File: src/rtl/pwm_pkg.sv
// Shared types and helpers for the multi-channel PWM generator.
package pwm_pkg;

  typedef enum logic {
    DIR_UP   = 1'b0,
    DIR_DOWN = 1'b1
  } dir_t;

  localparam logic MODE_EDGE   = 1'b0;
  localparam logic MODE_CENTER = 1'b1;

  // Width of the channel-index field; never narrower than one bit.
  function automatic int ch_idx_w(input int n);
    return (n > 1) ? $clog2(n) : 1;
  endfunction

endpackage

File: src/rtl/pwm_if.sv
// Register-side bus of the PWM block: configuration, duty writes and status.
interface pwm_if
  import pwm_pkg::*;
#(
  parameter int NUM_CH     = 4,
  parameter int WIDTH      = 8,
  parameter int PRESCALE_W = 16
);
  localparam int CH_W = ch_idx_w(NUM_CH);

  logic                  enable;
  logic                  center_mode;
  logic [PRESCALE_W-1:0] prescale;
  logic                  duty_wr;
  logic [CH_W-1:0]       duty_ch;
  logic [WIDTH-1:0]      duty_val;
  logic [NUM_CH-1:0]     invert;
  logic [NUM_CH-1:0]     pwm_out;
  logic                  period_start;
  logic                  update_pending;

  modport master (
    output enable, center_mode, prescale, duty_wr, duty_ch, duty_val, invert,
    input  pwm_out, period_start, update_pending
  );

  modport slave (
    input  enable, center_mode, prescale, duty_wr, duty_ch, duty_val, invert,
    output pwm_out, period_start, update_pending
  );

endinterface

File: src/rtl/pwm_prescaler.sv
// Clock prescaler: one-cycle tick every prescale+1 enabled clocks.
module pwm_prescaler #(
  parameter int PRESCALE_W = 16
) (
  input  logic                  clk,
  input  logic                  reset,
  input  logic                  enable,
  input  logic [PRESCALE_W-1:0] prescale,
  output logic                  tick
);

  logic [PRESCALE_W-1:0] pcnt;

  // >= rather than == so lowering prescale mid-count wraps at once.
  assign tick = enable && (pcnt >= prescale);

  always_ff @(posedge clk) begin
    if (reset) begin
      pcnt <= '0;
    end else if (!enable || tick) begin
      pcnt <= '0;
    end else begin
      pcnt <= pcnt + 1'b1;
    end
  end

endmodule

File: src/rtl/pwm_multi.sv
// Multi-channel PWM: shared edge/centre-aligned counter, double-buffered duties
// loaded atomically at the period boundary, registered per-channel outputs.
module pwm_multi
  import pwm_pkg::*;
#(
  parameter int NUM_CH     = 4,
  parameter int WIDTH      = 8,
  parameter int PRESCALE_W = 16
) (
  input  logic  clk,
  input  logic  reset,
  pwm_if.slave  bus
);

  localparam int               CH_W    = ch_idx_w(NUM_CH);
  localparam logic [WIDTH-1:0] CNT_MAX = '1;
  localparam logic [WIDTH-1:0] CNT_ONE = WIDTH'(1);

  logic              tick;
  logic              boundary;
  logic [WIDTH-1:0]  cnt;
  dir_t              dir;
  logic              mode_q;
  logic [NUM_CH-1:0] below;
  logic [NUM_CH-1:0] differs;

  pwm_prescaler #(
    .PRESCALE_W (PRESCALE_W)
  ) u_prescaler (
    .clk      (clk),
    .reset    (reset),
    .enable   (bus.enable),
    .prescale (bus.prescale),
    .tick     (tick)
  );

  // Edge mode ends on the tick at the top; centre mode on the tick that takes DOWN from 1 to 0.
  always_comb begin
    boundary = 1'b0;
    if (tick) begin
      if (mode_q == MODE_EDGE) begin
        boundary = (cnt == CNT_MAX);
      end else begin
        boundary = (dir == DIR_DOWN) && (cnt == CNT_ONE);
      end
    end
  end

  // Counter / direction FSM and registered outputs.
  always_ff @(posedge clk) begin
    if (reset) begin
      cnt            <= '0;
      dir            <= DIR_UP;
      mode_q         <= MODE_EDGE;
      pwm_out_clear();
    end else begin
      bus.pwm_out        <= bus.enable ? (below ^ bus.invert) : bus.invert;
      bus.period_start   <= boundary;
      bus.update_pending <= |differs;
      if (!bus.enable || boundary) begin
        cnt    <= '0;
        dir    <= DIR_UP;
        mode_q <= bus.center_mode;
      end else if (tick) begin
        if (mode_q == MODE_EDGE) begin
          cnt <= cnt + 1'b1;
        end else begin
          case (dir)
            DIR_UP: begin
              if (cnt == CNT_MAX) begin
                dir <= DIR_DOWN;
                cnt <= cnt - 1'b1;
              end else begin
                cnt <= cnt + 1'b1;
              end
            end
            DIR_DOWN: begin
              cnt <= cnt - 1'b1;
            end
            default: begin
              dir <= DIR_UP;
            end
          endcase
        end
      end
    end
  end

  task automatic pwm_out_clear();
    bus.pwm_out        <= '0;
    bus.period_start   <= 1'b0;
    bus.update_pending <= 1'b0;
  endtask

  // Per-channel shadow/active duty pair and compare.
  for (genvar i = 0; i < NUM_CH; i++) begin : g_ch
    logic [WIDTH-1:0] shadow_q;
    logic [WIDTH-1:0] active_q;
    logic             wr_hit;

    // Widened match means an index >= NUM_CH selects no channel.
    assign wr_hit = bus.duty_wr && ({1'b0, bus.duty_ch} == (CH_W+1)'(i));

    always_ff @(posedge clk) begin
      if (reset) begin
        shadow_q <= '0;
        active_q <= '0;
      end else begin
        if (wr_hit) begin
          shadow_q <= bus.duty_val;
        end
        if (!bus.enable || boundary) begin
          active_q <= shadow_q;
        end
      end
    end

    assign below[i]   = (cnt < active_q);
    assign differs[i] = (shadow_q != active_q);
  end

endmodule

File: src/flat_wrapper.sv
// flat-port wrapper written by rule: the top's interface ports become plain ports
module pwm_multi_flat import pwm_pkg::*;
#(
  parameter int NUM_CH     = 4,
  parameter int WIDTH      = 8,
  parameter int PRESCALE_W = 16
)
  (clk, reset, bus_enable, bus_center_mode, bus_prescale, bus_duty_wr, bus_duty_ch, bus_duty_val, bus_invert, bus_pwm_out, bus_period_start, bus_update_pending);
  pwm_if #(.NUM_CH(NUM_CH), .WIDTH(WIDTH), .PRESCALE_W(PRESCALE_W)) bus_i ();
  input  logic clk;
  input  logic reset;
  input wire logic [$bits(bus_i.enable)-1:0] bus_enable;
  input wire logic [$bits(bus_i.center_mode)-1:0] bus_center_mode;
  input wire logic [$bits(bus_i.prescale)-1:0] bus_prescale;
  input wire logic [$bits(bus_i.duty_wr)-1:0] bus_duty_wr;
  input wire logic [$bits(bus_i.duty_ch)-1:0] bus_duty_ch;
  input wire logic [$bits(bus_i.duty_val)-1:0] bus_duty_val;
  input wire logic [$bits(bus_i.invert)-1:0] bus_invert;
  output wire logic [$bits(bus_i.pwm_out)-1:0] bus_pwm_out;
  output wire logic [$bits(bus_i.period_start)-1:0] bus_period_start;
  output wire logic [$bits(bus_i.update_pending)-1:0] bus_update_pending;
  assign bus_i.enable = bus_enable;
  assign bus_i.center_mode = bus_center_mode;
  assign bus_i.prescale = bus_prescale;
  assign bus_i.duty_wr = bus_duty_wr;
  assign bus_i.duty_ch = bus_duty_ch;
  assign bus_i.duty_val = bus_duty_val;
  assign bus_i.invert = bus_invert;
  assign bus_pwm_out = bus_i.pwm_out;
  assign bus_period_start = bus_i.period_start;
  assign bus_update_pending = bus_i.update_pending;
  pwm_multi #(.NUM_CH(NUM_CH), .WIDTH(WIDTH), .PRESCALE_W(PRESCALE_W)) u_core (.clk(clk), .reset(reset), .bus(bus_i));
endmodule
File: config.mk
export PLATFORM = sky130hd
export DESIGN_NAME = pwm_multi_flat
export DESIGN_NICKNAME = d
export VERILOG_FILES = /design/src/rtl/pwm_pkg.sv /design/src/rtl/pwm_if.sv /design/src/rtl/pwm_prescaler.sv /design/src/rtl/pwm_multi.sv /design/src/flat_wrapper.sv
export SDC_FILE = /design/constraint.sdc
export NUM_CORES = 1
export LEC_CHECK = 0
export ABC_CLOCK_PERIOD_IN_PS = 3400
export CORE_AREA = 2 2 99 101
export DETAILED_ROUTE_END_ITERATION = 7
export DIE_AREA = 0 0 101 103
export GPL_TIMING_DRIVEN = 0
export PLACE_DENSITY = 0.79
export SETUP_SLACK_MARGIN = 0.02
export SYNTH_ARGS = -nofsm -noshare
export SYNTH_HDL_FRONTEND = slang
export SYNTH_SLANG_ARGS = --single-unit
File: constraint.sdc
create_clock -name clk -period 3.4 [get_ports clk]
set_input_delay 0.68 -clock clk [delete_from_list [all_inputs] [get_ports clk]]
set_output_delay 0.68 -clock clk [all_outputs]
set_load 0.05 [all_outputs]
==> results.md, run 1 <==
* Total Power Consumption at ~0.0022 W
* Area leader, netlist: sky130_fd_sc_hd__dfxtp_1
* Result of the run: finished clean
* Post-synthesis sequential element count at 96
* Synthesis-to-layout area growth at 14.4%
* Worst-case vdd ir drop at 0.000295 V
* Seq pwr share at between 50% and 60%
* Most common cell in the synthesized netlist: sky130_fd_sc_hd__nor2_1
* Ant. Diodes at 0
* Global-route wire length before repair at around 20000 um
* Setup TNS at 0 ns
* Final hold violation count at 0
* TritonCTS buffer count at 9
* Arrival time reported for the critical path endpoint at approximately 3.5 ns
* Proportion of synthesized flip-flops having asynchronous set or reset at 0%
* Vias per Instance at 5.62
* Fillcell total at around 780
* Number of port buffers at 40
* Crit path launch type: input pin
* Number of flops mapped to enable cells by yosys at 0
* Dominant cells by area after synthesis: sky130_fd_sc_hd__dfxtp_1 (36%), sky130_fd_sc_hd__mux2i_1 (13%), sky130_fd_sc_hd__ha_1 (11%)
* Most frequent cells after synthesis: sky130_fd_sc_hd__nor2_1 (100), sky130_fd_sc_hd__dfxtp_1 (96), sky130_fd_sc_hd__mux2i_1 (68)
* Slew at the pin closest to its max-slew limit at 0.877 ns
* Worst Reg2Reg Path Length in Cells at 8
* Internal power at 0.00163 W
* Master cell of the clock root buffer: sky130_fd_sc_hd__clkbuf_8
* Standard-cell rows at 36
* Ports placed on the boundary at 41
* Pleak at ~2.5 nW
* Gate Count Post-Synth at about 600
* Layout net count at 734
* Number of antenna-violating nets in the routed design at 0
* Largest net degree at the start of global routing at 18
* Clock Path Buffers at 2
* Number of DRC violations after detailed-routing iteration 0 at 217
* Proportion of power drawn by the clock network at between 30% and 40%
* Via count of the first global-routing pass at ~4100
* Worst hold path cell count at 2
* Worst skew pair latency at between 0.3 and 0.4 ns
* Height of the die at slightly above 100 um
* Unique cell type count in the Yosys netlist at slightly below 50
* Switching power at 0.000580 W
* Number of setup violations in the final report at 0
* CTS H-Tree Depth at 3
* Largest driver fanout on the critical path at 10
* Mapped Nets at approximately 700
* Count of unresolved DRC violations after routing at 0
* Post-layout utilization of the core at 64.7%
* Gpl congestion at about 0.95
* Post-layout minimum cycle time at between 3 and 4 ns
* Area share of the largest cell type after synthesis at between 30% and 40%
* Maximum clock rate at 0.306 GHz
* HPWL reported at the end of detailed placement at 9130 um
* CTS clock-pin slew for the worst setup and hold paths at ~0.1 ns
* Pwr/cell area at roughly 360 nW/um^2
* Horizontal extent of the die at a little over 100 um
* Hold-fix buffer count after cts at 0
* Relative max-transition margin at around two fifths
* Average detailed-routed wire length per instance at between 15 and 20 um
* # Max-Cap Violations at 0
* Mean area per synthesized cell at approximately 9.0 um^2
* Logic pwr share at a little over a tenth
* CTS sink count at between 90 and 100
* Count of synthesis-stage warnings from yosys at 0
* Number of antenna violations at the first check in global routing at 0
* Switching part of the total at 26.2%
* Layout cells sized above 1 at slightly below 6%
* Clock tree skew after final layout at 0.0131 ns
* Core area at 9460 um^2
* Sum of routed wire length over all layers at between 10000 and 15000 um
* Data required time at the worst endpoint at 3.67 ns
* Area taken by multi-input logic gates at approximately 3100 um^2
* Total via count in the routed design at around 4300
* Pins over their slew limit at 0
* Starting density of the core at between 50 and 60%
* Remaining global-route overflow at 0
* Mapped cell area at 5350 um^2
* GRT Total Usage at around a quarter
* FF/Latch Area at 1920 um^2
* Floorplan die area at roughly 10000 um^2
* Class of the most critical setup path: in -> reg
* Type of destination of the critical path: flop
* Fin crit share at 96.3%
* Detailed Routing Iterations Pass 1 at 4
* TritonCTS clock tree: built
* Fraction of the yosys area taken by sequential cells at a little over a third
* Min-delay worst type: reg -> reg
* Most used flip-flop cell after synthesis: sky130_fd_sc_hd__dfxtp_1
* Unrepaired setup endpoints after global routing: false
-- cells in the final DEF (no fill, tap or decap), types with 11 or more instances in the layout --
cell type and n:
sky130_fd_sc_hd__nor2_1 100, sky130_fd_sc_hd__dfxtp_1 96, sky130_fd_sc_hd__mux2i_1 68, sky130_fd_sc_hd__inv_1 50
sky130_fd_sc_hd__ha_1 48, sky130_fd_sc_hd__xnor2_1 41, sky130_fd_sc_hd__clkdlybuf4s50_1 40, sky130_fd_sc_hd__a21oi_1 21
sky130_fd_sc_hd__nand2_1 17, sky130_fd_sc_hd__nand4_1 16, sky130_fd_sc_hd__nand3_1 16, sky130_fd_sc_hd__clkbuf_1 13
sky130_fd_sc_hd__a21o_1 12, sky130_fd_sc_hd__nand2b_1 11
-- final timing paths --
kind / startpoint / endpoint / slack, ns
max: bus_prescale[13] / u_core.g_ch[3].active_q[7] / 0.13
min: u_core.u_prescaler.pcnt[15] / u_core.u_prescaler.pcnt[15] / 0.55
max reg2reg: u_core.u_prescaler.pcnt[14] / u_core.g_ch[3].active_q[7] / 0.55
min reg2reg: u_core.u_prescaler.pcnt[15] / u_core.u_prescaler.pcnt[15] / 0.55
-- flip-flops by register name, summed over array words and instances (netlist names) --
register	cells
u_core.g_ch.active_q	32
u_core.g_ch.shadow_q	32
u_core.u_prescaler.pcnt	16
u_core.cnt	8
u_core.bus.pwm_out	4
u_core.bus.period_start	1
u_core.bus.update_pending	1
u_core.dir	1
u_core.mode_q	1
-- worst max-delay path: stages --
cell and delay, ns:
sky130_fd_sc_hd__clkdlybuf4s50_1 0.46, sky130_fd_sc_hd__inv_1 0.04, sky130_fd_sc_hd__ha_1 0.30, sky130_fd_sc_hd__nand4_2 0.15
sky130_fd_sc_hd__or3_1 0.42, sky130_fd_sc_hd__or4_4 0.59, sky130_fd_sc_hd__a32oi_4 0.35, sky130_fd_sc_hd__buf_6 0.24
sky130_fd_sc_hd__mux2i_1 0.23, sky130_fd_sc_hd__nor2_1 0.07
-- layout make-up --
cell class,count,share of cell area [%]
flip-flops and latches,96,31.4
clock buffers,10,2.25
inverters,50,3.06
well taps,114,2.33
repair buffers,42,6.78
multi-input cells,430,51.1
plain buffers,22,1.90
clock inverters,6,1.21
-- metal layers --
metal | vias up | track usage, % | part of all wire, %
met1 | 2055 | 30.6 | 45
met3 | 31 | 5.36 | 4.3
met4 | 0 | 9.36 | 2.5
met2 | 94 | 42.2 | 48
li1 | 2150 | - | -
met5 | - | 0 | 0
-- cell families after synthesis --
group / after synthesis / synth area share [%]
adders and majority gates: 48 / 11.2
and+or+nand+nor: 201 / 18.2
AOI/OAI and AO/OA: 61 / 7.55
muxes: 73 / 13.8
buffers and inverters: 72 / 5.66
xor gates and xnor gates: 47 / 7.69
DFF: 96 / 35.9
-- power by group through the flow --
stage	clock, W	sequential, W	combinational, W
2_1_floorplan	0	0.00121	0.000129
3_3_place_gp	0	0.00119	0.000234
3_5_place_dp	0	0.00119	0.000240
4_1_cts	0.000814	0.00117	0.000242
5_1_grt	0.000858	0.00117	0.000263
6_report	0.000801	0.00117	0.000244
-- metrics by stage --
| stage | hold WS [ns] | area, um^2 | cells | setup slack (ns) |
|---|---|---|---|---|
| 2_1_floorplan | 0.449 | 5350 | 598 | 0.404 |
| 3_3_place_gp | 0.480 | 5900 | 752 | -0.289 |
| 3_5_place_dp | 0.520 | 5900 | 752 | -0.387 |
| 4_1_cts | 0.547 | 6110 | 768 | 0.0228 |
| 5_1_grt | 0.563 | 6120 | 770 | 0.0255 |
| 6_report | 0.546 | 6120 | 770 | 0.127 |
-- timing repair --
item / CTS / global route
setup buffers: 0 / 2
gates resized for setup: 0 / 2
hold endpoints to repair: 0 / 0
setup endpoints to repair: 0 / 32
(Power assumes the default switching activity.)
==> run 2: changes to the inputs <==
--- a/config.mk
+++ b/config.mk
@@ -6,12 +6,11 @@
 export NUM_CORES = 1
 export LEC_CHECK = 0
 export ABC_CLOCK_PERIOD_IN_PS = 3400
-export CORE_AREA = 2 2 99 101
+export CORE_AREA = 2 2 119 121
 export DETAILED_ROUTE_END_ITERATION = 7
-export DIE_AREA = 0 0 101 103
+export DIE_AREA = 0 0 121 123
+export DONT_BUFFER_PORTS = 1
 export GPL_TIMING_DRIVEN = 0
-export PLACE_DENSITY = 0.79
-export SETUP_SLACK_MARGIN = 0.02
 export SYNTH_ARGS = -nofsm -noshare
 export SYNTH_HDL_FRONTEND = slang
 export SYNTH_SLANG_ARGS = --single-unit
==> run 2 against run 1 <==
  * Die area grew 43%
  * Combinational power is 34% lower
  * Maximum frequency rose by 12%
  * Setup slack better by 0.36 ns
  * Clock-buffer cell count decreased by 1
  * Clock power increased by 39%
  * Critical path depth is 2 lower
  * Wire length is 1.8% higher
  * Clock skew decreased by 0.0052 ns
  * Non-clock buffer count shrank 42
  * Total power increased by 11%
  * Largest power group unchanged
  * Highest routed layer unchanged
==> results.md, run 2 (same netlist as run 1, synthesis figures left out) <==
* Internal power at around 0.0019 W
* Number of DRC violations after detailed-routing iteration 0 at ~240
* CTS clock-pin slew for the worst setup and hold paths at roughly 0.070 ns
* Worst-case vdd ir drop at 0.000444 V
* Gates resized, CTS repair at 0
* Fin crit share at between 80% and 90%
* Class of the most critical setup path: reg -> reg
* Via count of the first global-routing pass at approximately 4000
* Number of antenna-violating nets in the routed design at 0
* Master cell of the clock root buffer: sky130_fd_sc_hd__clkbuf_16
* Switching power at roughly 0.00059 W
* Count of unresolved DRC violations after routing at 0
* Proportion of power drawn by the clock network at 45.2%
* Relative max-transition margin at between 40% and 50%
* Synthesis-to-layout area growth at 10.4%
* CTS sink count at between 90 and 100
* Pleak at about 2.4 nW
* Detailed Routing Iterations Pass 1 at 4
* TritonCTS buffer count at 9
* Setup Buffers After CTS at 0
* Logic pwr share at around 6.6%
* Largest driver fanout on the critical path at 10
* Slew at the pin closest to its max-slew limit at about 0.86 ns
* Number of port buffers at 0
* Sum of routed wire length over all layers at 12400 um
* Layout net count at about 700
* TritonCTS clock tree: built
* Post-layout utilization of the core at 43.4%
* Standard-cell rows at 43
* Reg-to-reg critical path startpoint: u_core.u_prescaler.pcnt[13]
* Cell at the slowest stage of the critical path: sky130_fd_sc_hd__or4_4
* Leading registers by flop count: u_core.g_ch.active_q (32), u_core.g_ch.shadow_q (32), u_core.u_prescaler.pcnt (16)
* Number of setup violations in the final report at 0
* Switching part of the total at 23.8%
* Pins over their slew limit at 0
* Post-layout minimum cycle time at just under 3 ns
* Horizontal extent of the die at between 100 and 150 um
* Type of destination of the critical path: flop
* Average detailed-routed wire length per instance at roughly 16 um
* GRT Total Usage at between 10% and 20%
* Seq pwr share at roughly half
* Final hold violation count at 0
* # Max-Cap Violations at 0
* Ports placed on the boundary at 41
* Total via count in the routed design at around 4000
* HPWL reported at the end of detailed placement at around 9500 um
* Global-route wire length before repair at around 21000 um
* Arrival time reported for the critical path endpoint at 3.14 ns
* Number of antenna violations at the first check in global routing at 0
* Data required time at the worst endpoint at 3.62 ns
* Pwr/cell area at ~420 nW/um^2
* Vias per Instance at around 5
* Hold-fix buffer count after cts at 0
* Remaining global-route overflow at 0
* Clock tree skew after final layout at about 0.0079 ns
* Largest net degree at the start of global routing at 18
* Startpoint of the worst setup timing path: u_core.u_prescaler.pcnt[13]
* Min-Delay Startpoint: bus_duty_val[2]
* Most frequent cells in the layout: sky130_fd_sc_hd__nor2_1 (100), sky130_fd_sc_hd__dfxtp_1 (96), sky130_fd_sc_hd__mux2i_1 (68)
* Floorplan die area at about 15000 um^2
* Min-delay worst type: in -> reg
* Ant. Diodes at 0
* Gpl congestion at between 0.8 and 0.9
* Height of the die at 123 um
* Unrepaired setup endpoints after global routing: false
* Most common cell after layout, fill and taps aside: sky130_fd_sc_hd__nor2_1
* Delay of the slowest critical-path stage at 0.58 ns
* Cells along the critical path: ha_1, nand4_2, or3_1, or4_4, a32oi_4, buf_6, mux2i_1, nor2_1
* Clock Path Buffers at 2
* CTS H-Tree Depth at 3
* Worst skew pair latency at 0.35 ns
* Layout cells sized above 1 at under 10%
* Crit path launch type: flop
* Core area at 13600 um^2
* Maximum clock rate at 0.343 GHz
* Setup TNS at 0 ns
* Starting density of the core at 39.3%
* Result of the run: finished clean
[run 2: worst paths after layout]
| path | slack, ns | endpoint | depth (start not counted) |
|---|---|---|---|
| setup reg to reg | 0.48 | u_core.g_ch[3].active_q[4] | 8 |
| hold / removal | 0.48 | u_core.g_ch[1].shadow_q[2] | 2 |
| setup / recovery | 0.48 | u_core.g_ch[3].active_q[4] | 8 |
| hold reg to reg | 0.53 | u_core.u_prescaler.pcnt[0] | 1 |
[run 2: power by group through the flow]
| stage | logic [W] | clock network (W) | registers (W) |
|---|---|---|---|
| final | 0.000162 | 0.00111 | 0.00119 |
| after global routing | 0.000184 | 0.00118 | 0.00119 |
| after CTS | 0.000164 | 0.00114 | 0.00119 |
| after detailed placement | 0.000163 | 0 | 0.00121 |
| after global placement | 0.000160 | 0 | 0.00121 |
| after floorplan | 0.000129 | 0 | 0.00121 |
[run 2: area by class of cell]
| type | count | area (um^2) |
|---|---|---|
| inverter | 50 | 188 |
| buffer | 22 | 115 |
| tap | 180 | 225 |
| clock buffer | 9 | 225 |
| multi-input combinational | 430 | 3130 |
| fill | 1332 | 7700 |
| clock inverter | 7 | 104 |
| sequential | 96 | 1920 |
[run 2: routing by layer]
layer / global-route usage, % / vias up / part of all wire [%]
met5: 0 / - / 0
met3: 4.57 / 15 / 5.2
li1: - / 2059 / -
met4: 4.72 / 0 / 1.3
met1: 24.1 / 1847 / 47
met2: 29.3 / 86 / 46
[run 2: worst max-delay path, delay by kind of cell, from the launching register on]
family / cells / cell delay (ns)
simple gates: 4 / 1.19
compound gates: 1 / 0.46
flops: 1 / 0.34
fa+ha+maj: 1 / 0.32
buf+inv: 1 / 0.25
mux: 1 / 0.21
[run 2: per-stage QoR]
step / std cells / setup WS (ns) / power (W) / area (um^2) / hold WS [ns]
4_1_cts: 794 / 0.447 / 0.00249 / 5910 / 0.470
6_report: 794 / 0.483 / 0.00246 / 5910 / 0.476
3_3_place_gp: 778 / 0.111 / 0.00137 / 5580 / 0.487
2_1_floorplan: 598 / 0.404 / 0.00134 / 5350 / 0.449
5_1_grt: 794 / 0.327 / 0.00255 / 5910 / 0.476
3_5_place_dp: 778 / 0.101 / 0.00138 / 5580 / 0.507
==> run 3: changes to the inputs <==
--- a/config.mk
+++ b/config.mk
@@ -6,11 +6,13 @@
 export NUM_CORES = 1
 export LEC_CHECK = 0
 export ABC_CLOCK_PERIOD_IN_PS = 3400
-export CORE_AREA = 2 2 119 121
+export CORE_AREA = 2 2 114 127
 export DETAILED_ROUTE_END_ITERATION = 7
-export DIE_AREA = 0 0 121 123
+export DIE_AREA = 0 0 116 129
 export DONT_BUFFER_PORTS = 1
+export GPL_ROUTABILITY_DRIVEN = 0
 export GPL_TIMING_DRIVEN = 0
+export HOLD_SLACK_MARGIN = 0.12
 export SYNTH_ARGS = -nofsm -noshare
 export SYNTH_HDL_FRONTEND = slang
 export SYNTH_SLANG_ARGS = --single-unit
==> run 3 against run 2 <==
  * Global-route usage is 0.16 points lower
  * Design area is 0.38% lower
  * Critical path depth is 1 higher
  * First-iteration DRC count is 19% lower
  * Clock-buffer cell count is 1 higher
  * Cell count is 1.0% higher
  * Die area is 0.54% higher
  * Largest power group unchanged
==> results.md, run 3 (same netlist as run 1, synthesis figures left out) <==
* Slew at the pin closest to its max-slew limit at 0.858 ns
* Arrival time reported for the critical path endpoint at around 3.1 ns
* TritonCTS clock tree: built
* Number of setup violations in the final report at 0
* Crit path launch type: input pin
* Ant. Diodes at 0
* Average detailed-routed wire length per instance at around 16 um
* TritonCTS buffer count at 9
* Vias per Instance at slightly above 5
* Clock Path Buffers at 2
* GRT Total Usage at 17.9%
* Class of the most critical setup path: in -> reg
* Layout net count at 692
* Maximum clock rate at 0.346 GHz
* Synthesis-to-layout area growth at 9.93%
* Master cell of the clock root buffer: sky130_fd_sc_hd__clkbuf_16
* Setup Buffers After CTS at 0
* Remaining global-route overflow at 0
* Switching power at 0.000589 W
* Gates resized, CTS repair at 0
* Unrepaired setup endpoints after global routing: false
* Floorplan die area at approximately 15000 um^2
* Met2 track demand over resource in global routing at 30.6%
* Min-Delay Startpoint: bus_duty_val[6]
* Detailed Routing Iterations Pass 1 at 4
* Relative max-transition margin at between 40% and 50%
* Largest driver fanout on the critical path at 10
* Largest net degree at the start of global routing at 17
* Pwr/cell area at about 410 nW/um^2
* Pins over their slew limit at 0
* Min-delay worst type: in -> reg
* Reg-to-reg endpoint: u_core.g_ch[3].active_q[3]
* Pleak at between 2 and 2.5 nW
* # Max-Cap Violations at 0
* Starting density of the core at about two fifths
* CTS H-Tree Depth at 3
* Most frequent cells in the layout: sky130_fd_sc_hd__nor2_1 (100), sky130_fd_sc_hd__dfxtp_1 (96), sky130_fd_sc_hd__mux2i_1 (68)
* Most common cell after layout, fill and taps aside: sky130_fd_sc_hd__nor2_1
* Internal power at between 0.0015 and 0.002 W
* Final hold violation count at 0
* Worst Reg2Reg Path Length in Cells at 8
* Reg-to-reg critical path startpoint: u_core.u_prescaler.pcnt[14]
* Number of port buffers at 0
* Height of the die at between 100 and 150 um
* Logic pwr share at about 7.0%
* CTS sink count at 96
* CTS clock-pin slew for the worst setup and hold paths at about 0.070 ns
* Global-route wire length before repair at roughly 20000 um
* Count of unresolved DRC violations after routing at 0
* Worst-case vdd ir drop at approximately 0.00027 V
* Setup TNS at 0 ns
* Layout cells sized above 1 at 5.70%
* Clock tree skew after final layout at 0.00667 ns
* Switching part of the total at approximately a quarter
* Core area at 13600 um^2
* Sum of routed wire length over all layers at about 13000 um
* Fin crit share at a little over four fifths
* Proportion of power drawn by the clock network at 43.3%
* Data required time at the worst endpoint at approximately 3.6 ns
* Seq pwr share at 49.8%
* Endpoint of the worst hold path: u_core.g_ch[2].shadow_q[6]
* Post-layout utilization of the core at ~43%
* Global-route track usage on met1 at 22.7%
* Result of the run: finished clean
* Global routing usage on met3 at approximately 3.0%
* HPWL reported at the end of detailed placement at 9550 um
* Post-layout minimum cycle time at ~2.9 ns
* Leading registers by flop count: u_core.g_ch.active_q (32), u_core.g_ch.shadow_q (32), u_core.u_prescaler.pcnt (16)
* Hold-fix buffer count after cts at 0
* Ports placed on the boundary at a little over 40
* Number of DRC violations after detailed-routing iteration 0 at ~200
* Worst hold path cell count at 2
* Horizontal extent of the die at around 120 um
* Via count of the first global-routing pass at 4033
* Standard-cell rows at 45
* Number of antenna violations at the first check in global routing at 0
* Worst skew pair latency at 0.36 ns
* Total via count in the routed design at just over 4000
* Most utilized layer in the global route result: met2
* Type of destination of the critical path: flop
* Register-to-register setup slack at about 0.53 ns
* Number of antenna-violating nets in the routed design at 0
run 3: area by class of cell:
class | instances | area (um^2)
plain buffers | 22 | 115
clock buffers | 10 | 229
clock inverters | 6 | 67.6
fillers | 1378 | 7740
inverters | 50 | 188
multi-input cells | 430 | 3130
flip-flops and latches | 96 | 1920
well taps | 188 | 235
run 3: worst max-delay path: stages:
cell and delay [ns]:
sky130_fd_sc_hd__inv_1 0.03, sky130_fd_sc_hd__ha_1 0.30, sky130_fd_sc_hd__nand4_2 0.14, sky130_fd_sc_hd__or3_1 0.43, sky130_fd_sc_hd__or4_4 0.58, sky130_fd_sc_hd__a32oi_4 0.43, sky130_fd_sc_hd__buf_6 0.25, sky130_fd_sc_hd__mux2i_1 0.22
sky130_fd_sc_hd__nor2_1 0.05
run 3: power by group through the flow:
stage / logic [W] / registers [W] / clock network [W]
6_report: 0.000166 / 0.00119 / 0.00103
5_1_grt: 0.000185 / 0.00119 / 0.00110
3_3_place_gp: 0.000164 / 0.00121 / 0
4_1_cts: 0.000169 / 0.00119 / 0.00105
3_5_place_dp: 0.000168 / 0.00121 / 0
2_1_floorplan: 0.000129 / 0.00121 / 0
run 3: worst max-delay path by stage:
stage                                     start                          to  cells past startpoint
floorplan                      bus_prescale[14]               u_core.cnt[7]                      9
global placement               bus_prescale[15]  u_core.g_ch[0].active_q[3]                      9
detailed placement             bus_prescale[14]  u_core.g_ch[1].active_q[5]                      9
CTS                            bus_prescale[14]  u_core.g_ch[3].active_q[3]                      9
global route        u_core.u_prescaler.pcnt[14]  u_core.g_ch[3].active_q[3]                      8
finish                         bus_prescale[14]  u_core.g_ch[3].active_q[3]                      9
run 3: per-stage QoR:
step | instances | area (um^2) | worst slack (ns) | power [W] | hold WS, ns
final | 802 | 5890 | 0.513 | 0.00238 | 0.468
after CTS | 802 | 5890 | 0.489 | 0.00241 | 0.463
after global routing | 802 | 5890 | 0.334 | 0.00247 | 0.471
after floorplan | 598 | 5350 | 0.404 | 0.00134 | 0.449
after global placement | 786 | 5590 | 0.151 | 0.00138 | 0.489
after detailed placement | 786 | 5590 | 0.115 | 0.00138 | 0.497
run 3: per-layer routing:
| layer | part of all wire [%] | wire (um) | up-vias |
|---|---|---|---|
| met3 | 3.5 | 441 | 22 |
| li1 | - | - | 2060 |
| met5 | 0 | 0 | - |
| met2 | 47 | 5960 | 77 |
| met4 | 2.1 | 267 | 0 |
| met1 | 47 | 6020 | 1912 |
